<file path="config.mk">
export PLATFORM = sky130hd
export DESIGN_NAME = sap1_controller
export DESIGN_NICKNAME = d
export VERILOG_FILES = /design/src/rtl/sap1_pkg.sv /design/src/rtl/sap1_ring_counter.sv /design/src/rtl/sap1_controller.sv
export SDC_FILE = /design/constraint.sdc
export NUM_CORES = 1
export LEC_CHECK = 0
export ABC_AREA = 1
export CELL_PAD_IN_SITES_DETAIL_PLACEMENT = 0
export CELL_PAD_IN_SITES_GLOBAL_PLACEMENT = 1
export CORE_MARGIN = 3
export CORE_UTILIZATION = 28
export CTS_BUF_LIST = sky130_fd_sc_hd__clkbuf_8
export DETAILED_ROUTE_END_ITERATION = 7
export GPL_ROUTABILITY_DRIVEN = 0
export HOLD_SLACK_MARGIN = 0.08
export PLACE_DENSITY_LB_ADDON = 0.1
export SLEW_MARGIN = 25
export SYNTH_ARGS = -nofsm -noshare
export SYNTH_HDL_FRONTEND = slang
export SYNTH_HIERARCHICAL = 1
export SYNTH_SLANG_ARGS = --single-unit
</file>
<file path="constraint.sdc">
create_clock -name clk -period 2.3 [get_ports clk]
set_input_delay 0.46 -clock clk [delete_from_list [all_inputs] [get_ports clk]]
set_output_delay 0.46 -clock clk [all_outputs]
set_load 0.01 [all_outputs]
</file>
<file path="src/rtl/sap1_pkg.sv">
// Shared constants and types for the SAP-1 control sequencer.
// Opcode values, T-state indices and the packed control word.
package sap1_pkg;

    localparam int OPCODE_W_DEF = 4;
    localparam int T_W          = 6;

    localparam logic [OPCODE_W_DEF-1:0] OP_LDA = 4'h0;
    localparam logic [OPCODE_W_DEF-1:0] OP_ADD = 4'h1;
    localparam logic [OPCODE_W_DEF-1:0] OP_SUB = 4'h2;
    localparam logic [OPCODE_W_DEF-1:0] OP_OUT = 4'hE;
    localparam logic [OPCODE_W_DEF-1:0] OP_HLT = 4'hF;

    localparam int T1_IDX = 0;
    localparam int T2_IDX = 1;
    localparam int T3_IDX = 2;
    localparam int T4_IDX = 3;
    localparam int T5_IDX = 4;
    localparam int T6_IDX = 5;

    localparam logic [T_W-1:0] T1_ONEHOT = 6'b000001;
    localparam logic [T_W-1:0] HALT_CODE = 6'b000000;

    typedef struct packed {
        logic pc_inc;
        logic pc_out;
        logic mar_load;
        logic ram_out;
        logic ir_load;
        logic ir_out;
        logic acc_load;
        logic acc_out;
        logic b_load;
        logic alu_sub;
        logic alu_out;
        logic out_load;
    } ctrl_t;

endpackage

</file>
<file path="src/rtl/sap1_ring_counter.sv">
// One-hot T1-T6 ring; an all-zero ring is HALT, left only through reset.
// Advances one state per edge while run=1; run=0 holds the current state.
module sap1_ring_counter
    import sap1_pkg::*;
(
    input  logic           clk,
    input  logic           reset,
    input  logic           run,
    input  logic           halt_entry,
    input  logic           early_wrap,
    output logic [T_W-1:0] t_state
);

    logic [T_W-1:0] t_state_q;
    logic [T_W-1:0] t_state_d;

    always_ff @(posedge clk) begin
        if (reset) begin
            t_state_q <= T1_ONEHOT;
        end else begin
            t_state_q <= t_state_d;
        end
    end

    always_comb begin
        t_state_d = t_state_q;
        if (t_state_q != HALT_CODE && run) begin
            if (halt_entry) begin
                t_state_d = HALT_CODE;
            end else if (early_wrap) begin
                t_state_d = T1_ONEHOT;
            end else begin
                t_state_d = {t_state_q[T_W-2:0], t_state_q[T_W-1]};
            end
        end
    end

    always_comb begin
        t_state = t_state_q;
    end

endmodule

</file>
<file path="src/rtl/sap1_controller.sv">
// SAP-1 control sequencer: fetch in T1-T3, opcode-decoded execute in T4-T6.
// Strobes are combinational from the ring state; run=0, reset and HALT force them low.
module sap1_controller
    import sap1_pkg::*;
#(
    parameter int OPCODE_W  = OPCODE_W_DEF,
    parameter bit EARLY_END = 1'b0
) (
    input  logic                clk,
    input  logic                reset,
    input  logic                run,
    input  logic [OPCODE_W-1:0] opcode,
    output logic                pc_inc,
    output logic                pc_out,
    output logic                mar_load,
    output logic                ram_out,
    output logic                ir_load,
    output logic                ir_out,
    output logic                acc_load,
    output logic                acc_out,
    output logic                b_load,
    output logic                alu_sub,
    output logic                alu_out,
    output logic                out_load,
    output logic                halted,
    output logic [5:0]          t_state
);

    logic [T_W-1:0] ring;
    logic           is_lda, is_add, is_sub, is_out, is_hlt, is_nop;
    logic           halt_entry;
    logic           early_wrap;
    ctrl_t          ctrl;

    assign is_lda = (opcode == OPCODE_W'(OP_LDA));
    assign is_add = (opcode == OPCODE_W'(OP_ADD));
    assign is_sub = (opcode == OPCODE_W'(OP_SUB));
    assign is_out = (opcode == OPCODE_W'(OP_OUT));
    assign is_hlt = (opcode == OPCODE_W'(OP_HLT));
    assign is_nop = !(is_lda || is_add || is_sub || is_out || is_hlt);

    assign halt_entry = ring[T4_IDX] && is_hlt;
    // ADD/SUB need T6 for the ALU writeback, so only LDA/OUT/NOP wrap early.
    assign early_wrap = EARLY_END &&
                        ((ring[T4_IDX] && (is_out || is_nop)) ||
                         (ring[T5_IDX] && is_lda));

    sap1_ring_counter u_ring (
        .clk        (clk),
        .reset      (reset),
        .run        (run),
        .halt_entry (halt_entry),
        .early_wrap (early_wrap),
        .t_state    (ring)
    );

    always_comb begin
        ctrl = '0;
        if (ring[T1_IDX]) begin
            ctrl.pc_out   = 1'b1;
            ctrl.mar_load = 1'b1;
        end
        if (ring[T2_IDX]) begin
            ctrl.pc_inc = 1'b1;
        end
        if (ring[T3_IDX]) begin
            ctrl.ram_out = 1'b1;
            ctrl.ir_load = 1'b1;
        end
        if (ring[T4_IDX]) begin
            if (is_lda || is_add || is_sub) begin
                ctrl.ir_out   = 1'b1;
                ctrl.mar_load = 1'b1;
            end else if (is_out) begin
                ctrl.acc_out  = 1'b1;
                ctrl.out_load = 1'b1;
            end
        end
        if (ring[T5_IDX]) begin
            if (is_lda) begin
                ctrl.ram_out  = 1'b1;
                ctrl.acc_load = 1'b1;
            end else if (is_add || is_sub) begin
                ctrl.ram_out = 1'b1;
                ctrl.b_load  = 1'b1;
            end
        end
        if (ring[T6_IDX] && (is_add || is_sub)) begin
            ctrl.alu_out  = 1'b1;
            ctrl.acc_load = 1'b1;
            ctrl.alu_sub  = is_sub;
        end
        // A stalled cycle must not repeat a PC increment or register load.
        if (reset || !run) begin
            ctrl = '0;
        end
    end

    assign pc_inc   = ctrl.pc_inc;
    assign pc_out   = ctrl.pc_out;
    assign mar_load = ctrl.mar_load;
    assign ram_out  = ctrl.ram_out;
    assign ir_load  = ctrl.ir_load;
    assign ir_out   = ctrl.ir_out;
    assign acc_load = ctrl.acc_load;
    assign acc_out  = ctrl.acc_out;
    assign b_load   = ctrl.b_load;
    assign alu_sub  = ctrl.alu_sub;
    assign alu_out  = ctrl.alu_out;
    assign out_load = ctrl.out_load;
    assign halted   = (ring == HALT_CODE) && !reset;
    assign t_state  = ring;

endmodule
</file>
==> results by stage <==
Outcome:
- The run finished with clean final reports.

Power and ir drop:
- The worst-case vdd ir drop is 0.510 mV.
- Dividing total power by cell area gives a power density of 441 nW/µm².
- Summed over all cells, the static leakage comes to 0.000426 µW.
- The completed layout was analyzed and its total power is 379 µW.

Timing:
- The final clock period utilization by the worst path is 97.8%.
- The minimum clock period is 2.25 ns.
- The number of failing hold endpoints at the final stage is 0.
- The final setup slack of the worst path is 0.0497 ns.
- The max-slew violation count is 0.
- The setup violation total in the final timing report is 0.
- Setup repair after global routing left no endpoint under its margin.
- Hold is met by 0.547 ns.
- The final setup skew is 0.00104 ns.
- The maximum frequency from static timing analysis is 444 MHz.

Die:
- The starting utilization of the core area is 30.1%.
- The die covers 2450 µm².
- The floorplan has 15 rows.
- In this run the standard cell core region covers 1760 µm².
- The die is 49.5 µm wide.
- The die is 49.5 µm tall.
- The number of top-level design ports is 26.

Setup path:
- The required time of the critical path is 1.84 ns.
- Along the worst path, the maximum fanout reaches 5.
- STA classifies the critical path endpoint as an output pin.
- The type of the worst setup path is input port to output pin.
- Data on the critical path arrives at its endpoint at 1.79 ns.
- The type of origin of the critical path is an input port.

GRT:
- For this run the aggregate overflow at the end of global routing stands at 0.
- For met3 alone, demand over resource in global routing was 3.93%.
- The met1 layer usage reported by global route is 14.5%.
- The via count of the first global-routing pass is 593.
- The global-route wire length before repair is 2500 µm.
- Global routing used 13.0% of the available tracks.
- The routing layer with the top usage in global route is met2.
- For met2 alone, demand over resource in global routing was 21.8%.
- The number of antenna violations at the first check in global routing is 0.
- Entering global routing, the biggest net connects 11 pins.

Clock tree:
- The tree built by TritonCTS fans out to 6 sinks.
- The CTS root buffer is sky130_fd_sc_hd__clkbuf_8.
- The clock buffer count from CTS is 3.
- The clock slew seen by the registers of the worst setup and hold paths is 0.04 ns.
- The largest buffer count on any clock path is 2.
- The clock insertion delay at the later pin of the skew report is 0.22 ns.
- The number of buffers added to fix hold violations after cts is 0.
- The clock tree from TritonCTS is built.
- CTS built an H-tree with a depth of 1.

Layout:
- The number of flip-flops under the largest register name is 6.
- The area taken by multi-input logic gates is 345 µm².
- The number of nets in the finished design is 133.
- The filler cells instantiated in the layout total 217.
- The final instance count without filler cells is 149.
- In the final layout, the share of cells above drive strength 1 is 16.9%.
- Across the whole layout, storage elements account for 120 µm².
- The repair_antennas step left the layout with diodes totalling 0.
- The layout overhead on the synthesized area is 61.8%.
- The post-route cell area is 858 µm².

Placement:
- The placed instance area is 822 µm².
- The worst slack at placement is -0.162 ns.
- The number of buffers added on ports is 25.
- The detailed placement HPWL is 1170 µm.
- The number of placed instances, taps included is 145.

Logic synthesis:
- After technology mapping, the gate count stands at 93.
- The post-synthesis cell area is 531 µm².
- The number of warning messages in the yosys log is 6.
- The mean instance size in the synthesized netlist is 5.70 µm².
- Summing the sequential cell areas from Yosys gives 22.6% of the chip area.
- Synthesis inferred 6 register bits.
- The number of different library cells used by synthesis comes to 20.

Drt:
- The final layout contains routed wiring with a total length of 1480 µm.
- In the routed design, unresolved DRC markers number 0.
- The average vias per placed instance is 4.32.
- The number of nets still failing antenna checks after routing is 0.
- The detailed-routing iteration count for the pre-antenna-repair pass is 4.
- The first routing iteration left 13 violations.
- The final route contains 644 vias.
- The routed length per placed instance is 9.95 µm.

Worst hold path:
- The worst min-delay path class is register to register.

Flow run:
- The tool flagged a number of max-cap violations equal to 0.
## area by class of cell
class	count	area share (%)
Timing Repair Buffer	28	30.3
Tap cell	25	3.64
Sequential cell	6	14.0
Clock buffer	3	4.81
Inverter	16	7.00
Multi-Input combinational cell	71	40.2
## metal layers
metal	vias to the layer above	wire, µm
li1	344	-
met1	277	660
met2	21	693
met3	2	105
met4	0	22
met5	-	0
## worst max-delay path: stages
cell	delay, ns
sky130_fd_sc_hd__clkdlybuf4s50_1	0.45
sky130_fd_sc_hd__nor2_2	0.17
sky130_fd_sc_hd__nand2_4	0.09
sky130_fd_sc_hd__nor2_1	0.09
sky130_fd_sc_hd__clkdlybuf4s50_1	0.54
## repair_timing
action | in CTS | in global routing
setup endpoints to repair | 10 | 0
setup buffers | 1 | 0
gates resized for setup | 10 | 0
## layout by cell type (no fill, tap or decap)
cell type / instances
sky130_fd_sc_hd__buf_4: 3
sky130_fd_sc_hd__a21oi_1: 6
sky130_fd_sc_hd__inv_2: 3
sky130_fd_sc_hd__nand2_1: 19
sky130_fd_sc_hd__inv_1: 13
sky130_fd_sc_hd__nor2_2: 3
sky130_fd_sc_hd__clkbuf_8: 3
sky130_fd_sc_hd__nor2_4: 1
sky130_fd_sc_hd__nor2_1: 19
sky130_fd_sc_hd__nand2_4: 1
sky130_fd_sc_hd__o21bai_1: 1
sky130_fd_sc_hd__nand3_2: 1
sky130_fd_sc_hd__o21ai_2: 1
sky130_fd_sc_hd__nand2_2: 3
sky130_fd_sc_hd__dfxtp_1: 6
sky130_fd_sc_hd__clkdlybuf4s50_1: 15
sky130_fd_sc_hd__conb_1: 3
sky130_fd_sc_hd__dlygate4sd2_1: 10
sky130_fd_sc_hd__o21ai_0: 1
sky130_fd_sc_hd__o21ai_1: 1
sky130_fd_sc_hd__nand3_1: 9
sky130_fd_sc_hd__nor3_2: 2
## final timing paths
kind,to,start,depth (start not counted),slack [ns]
worst max-delay path,ir_out,opcode[2],5,0.05
worst max register to register,u_ring/t_state[1],u_ring/t_state[3],7,0.99
worst min register to register,u_ring/t_state[5],u_ring/t_state[5],2,0.55
worst min-delay path,u_ring/t_state[5],u_ring/t_state[5],2,0.55
## power breakdown
| part | leakage, µW | switching (µW) | total (µW) | internal (µW) |
|---|---|---|---|---|
| combinational | 0.000355 | 50.3 | 96.4 | 46.1 |
| sequential | 0.0000493 | 11.1 | 122 | 111 |
| clock | 0.0000216 | 47.4 | 160 | 113 |
| total | 0.000426 | 109 | 379 | 270 |
## Yosys cell counts
| library cell | instances | share of area (%) |
|---|---|---|
| sky130_fd_sc_hd__nand2_2 | 3 | 3.5 |
| sky130_fd_sc_hd__nand2_4 | 1 | 2.1 |
| sky130_fd_sc_hd__nor3_2 | 2 | 3.8 |
| sky130_fd_sc_hd__inv_1 | 13 | 9.2 |
| sky130_fd_sc_hd__nor2_4 | 1 | 2.1 |
| sky130_fd_sc_hd__o21ai_2 | 1 | 1.7 |
| sky130_fd_sc_hd__o21bai_1 | 1 | 1.4 |
| sky130_fd_sc_hd__nand2_1 | 19 | 13 |
| sky130_fd_sc_hd__a21oi_1 | 6 | 5.7 |
| sky130_fd_sc_hd__nor2_1 | 19 | 13 |
| sky130_fd_sc_hd__buf_2 | 1 | 0.94 |
| sky130_fd_sc_hd__o21ai_1 | 1 | 0.94 |
| sky130_fd_sc_hd__nand3_1 | 9 | 8.5 |
| sky130_fd_sc_hd__dfxtp_1 | 6 | 23 |
| sky130_fd_sc_hd__o21ai_0 | 1 | 0.94 |
| sky130_fd_sc_hd__nand3_2 | 1 | 1.9 |
| sky130_fd_sc_hd__inv_2 | 3 | 2.1 |
| sky130_fd_sc_hd__conb_1 | 1 | 0.71 |
| sky130_fd_sc_hd__nor2_2 | 3 | 3.5 |
| sky130_fd_sc_hd__buf_4 | 1 | 1.4 |
## per-stage QoR
| step | setup TNS (ns) | utilization, % |
|---|---|---|
| after floorplan | 0 | - |
| after global placement | -0.876 | 46.6 |
| after detailed placement | -1.07 | 46.6 |
| after CTS | 0 | 48.7 |
| after global routing | 0 | 48.7 |
| final | 0 | 48.7 |
## cells by family (layout without fill, tap and decap cells)
logic type	Yosys count	in the layout	synth area share, %
other cells	1	3	0.707
simple gates	58	58	52.4
compound gates	10	10	10.6
flops	6	6	22.6
buf+inv	18	47	13.7
Note: power is estimated with default switching activity, not from simulation.
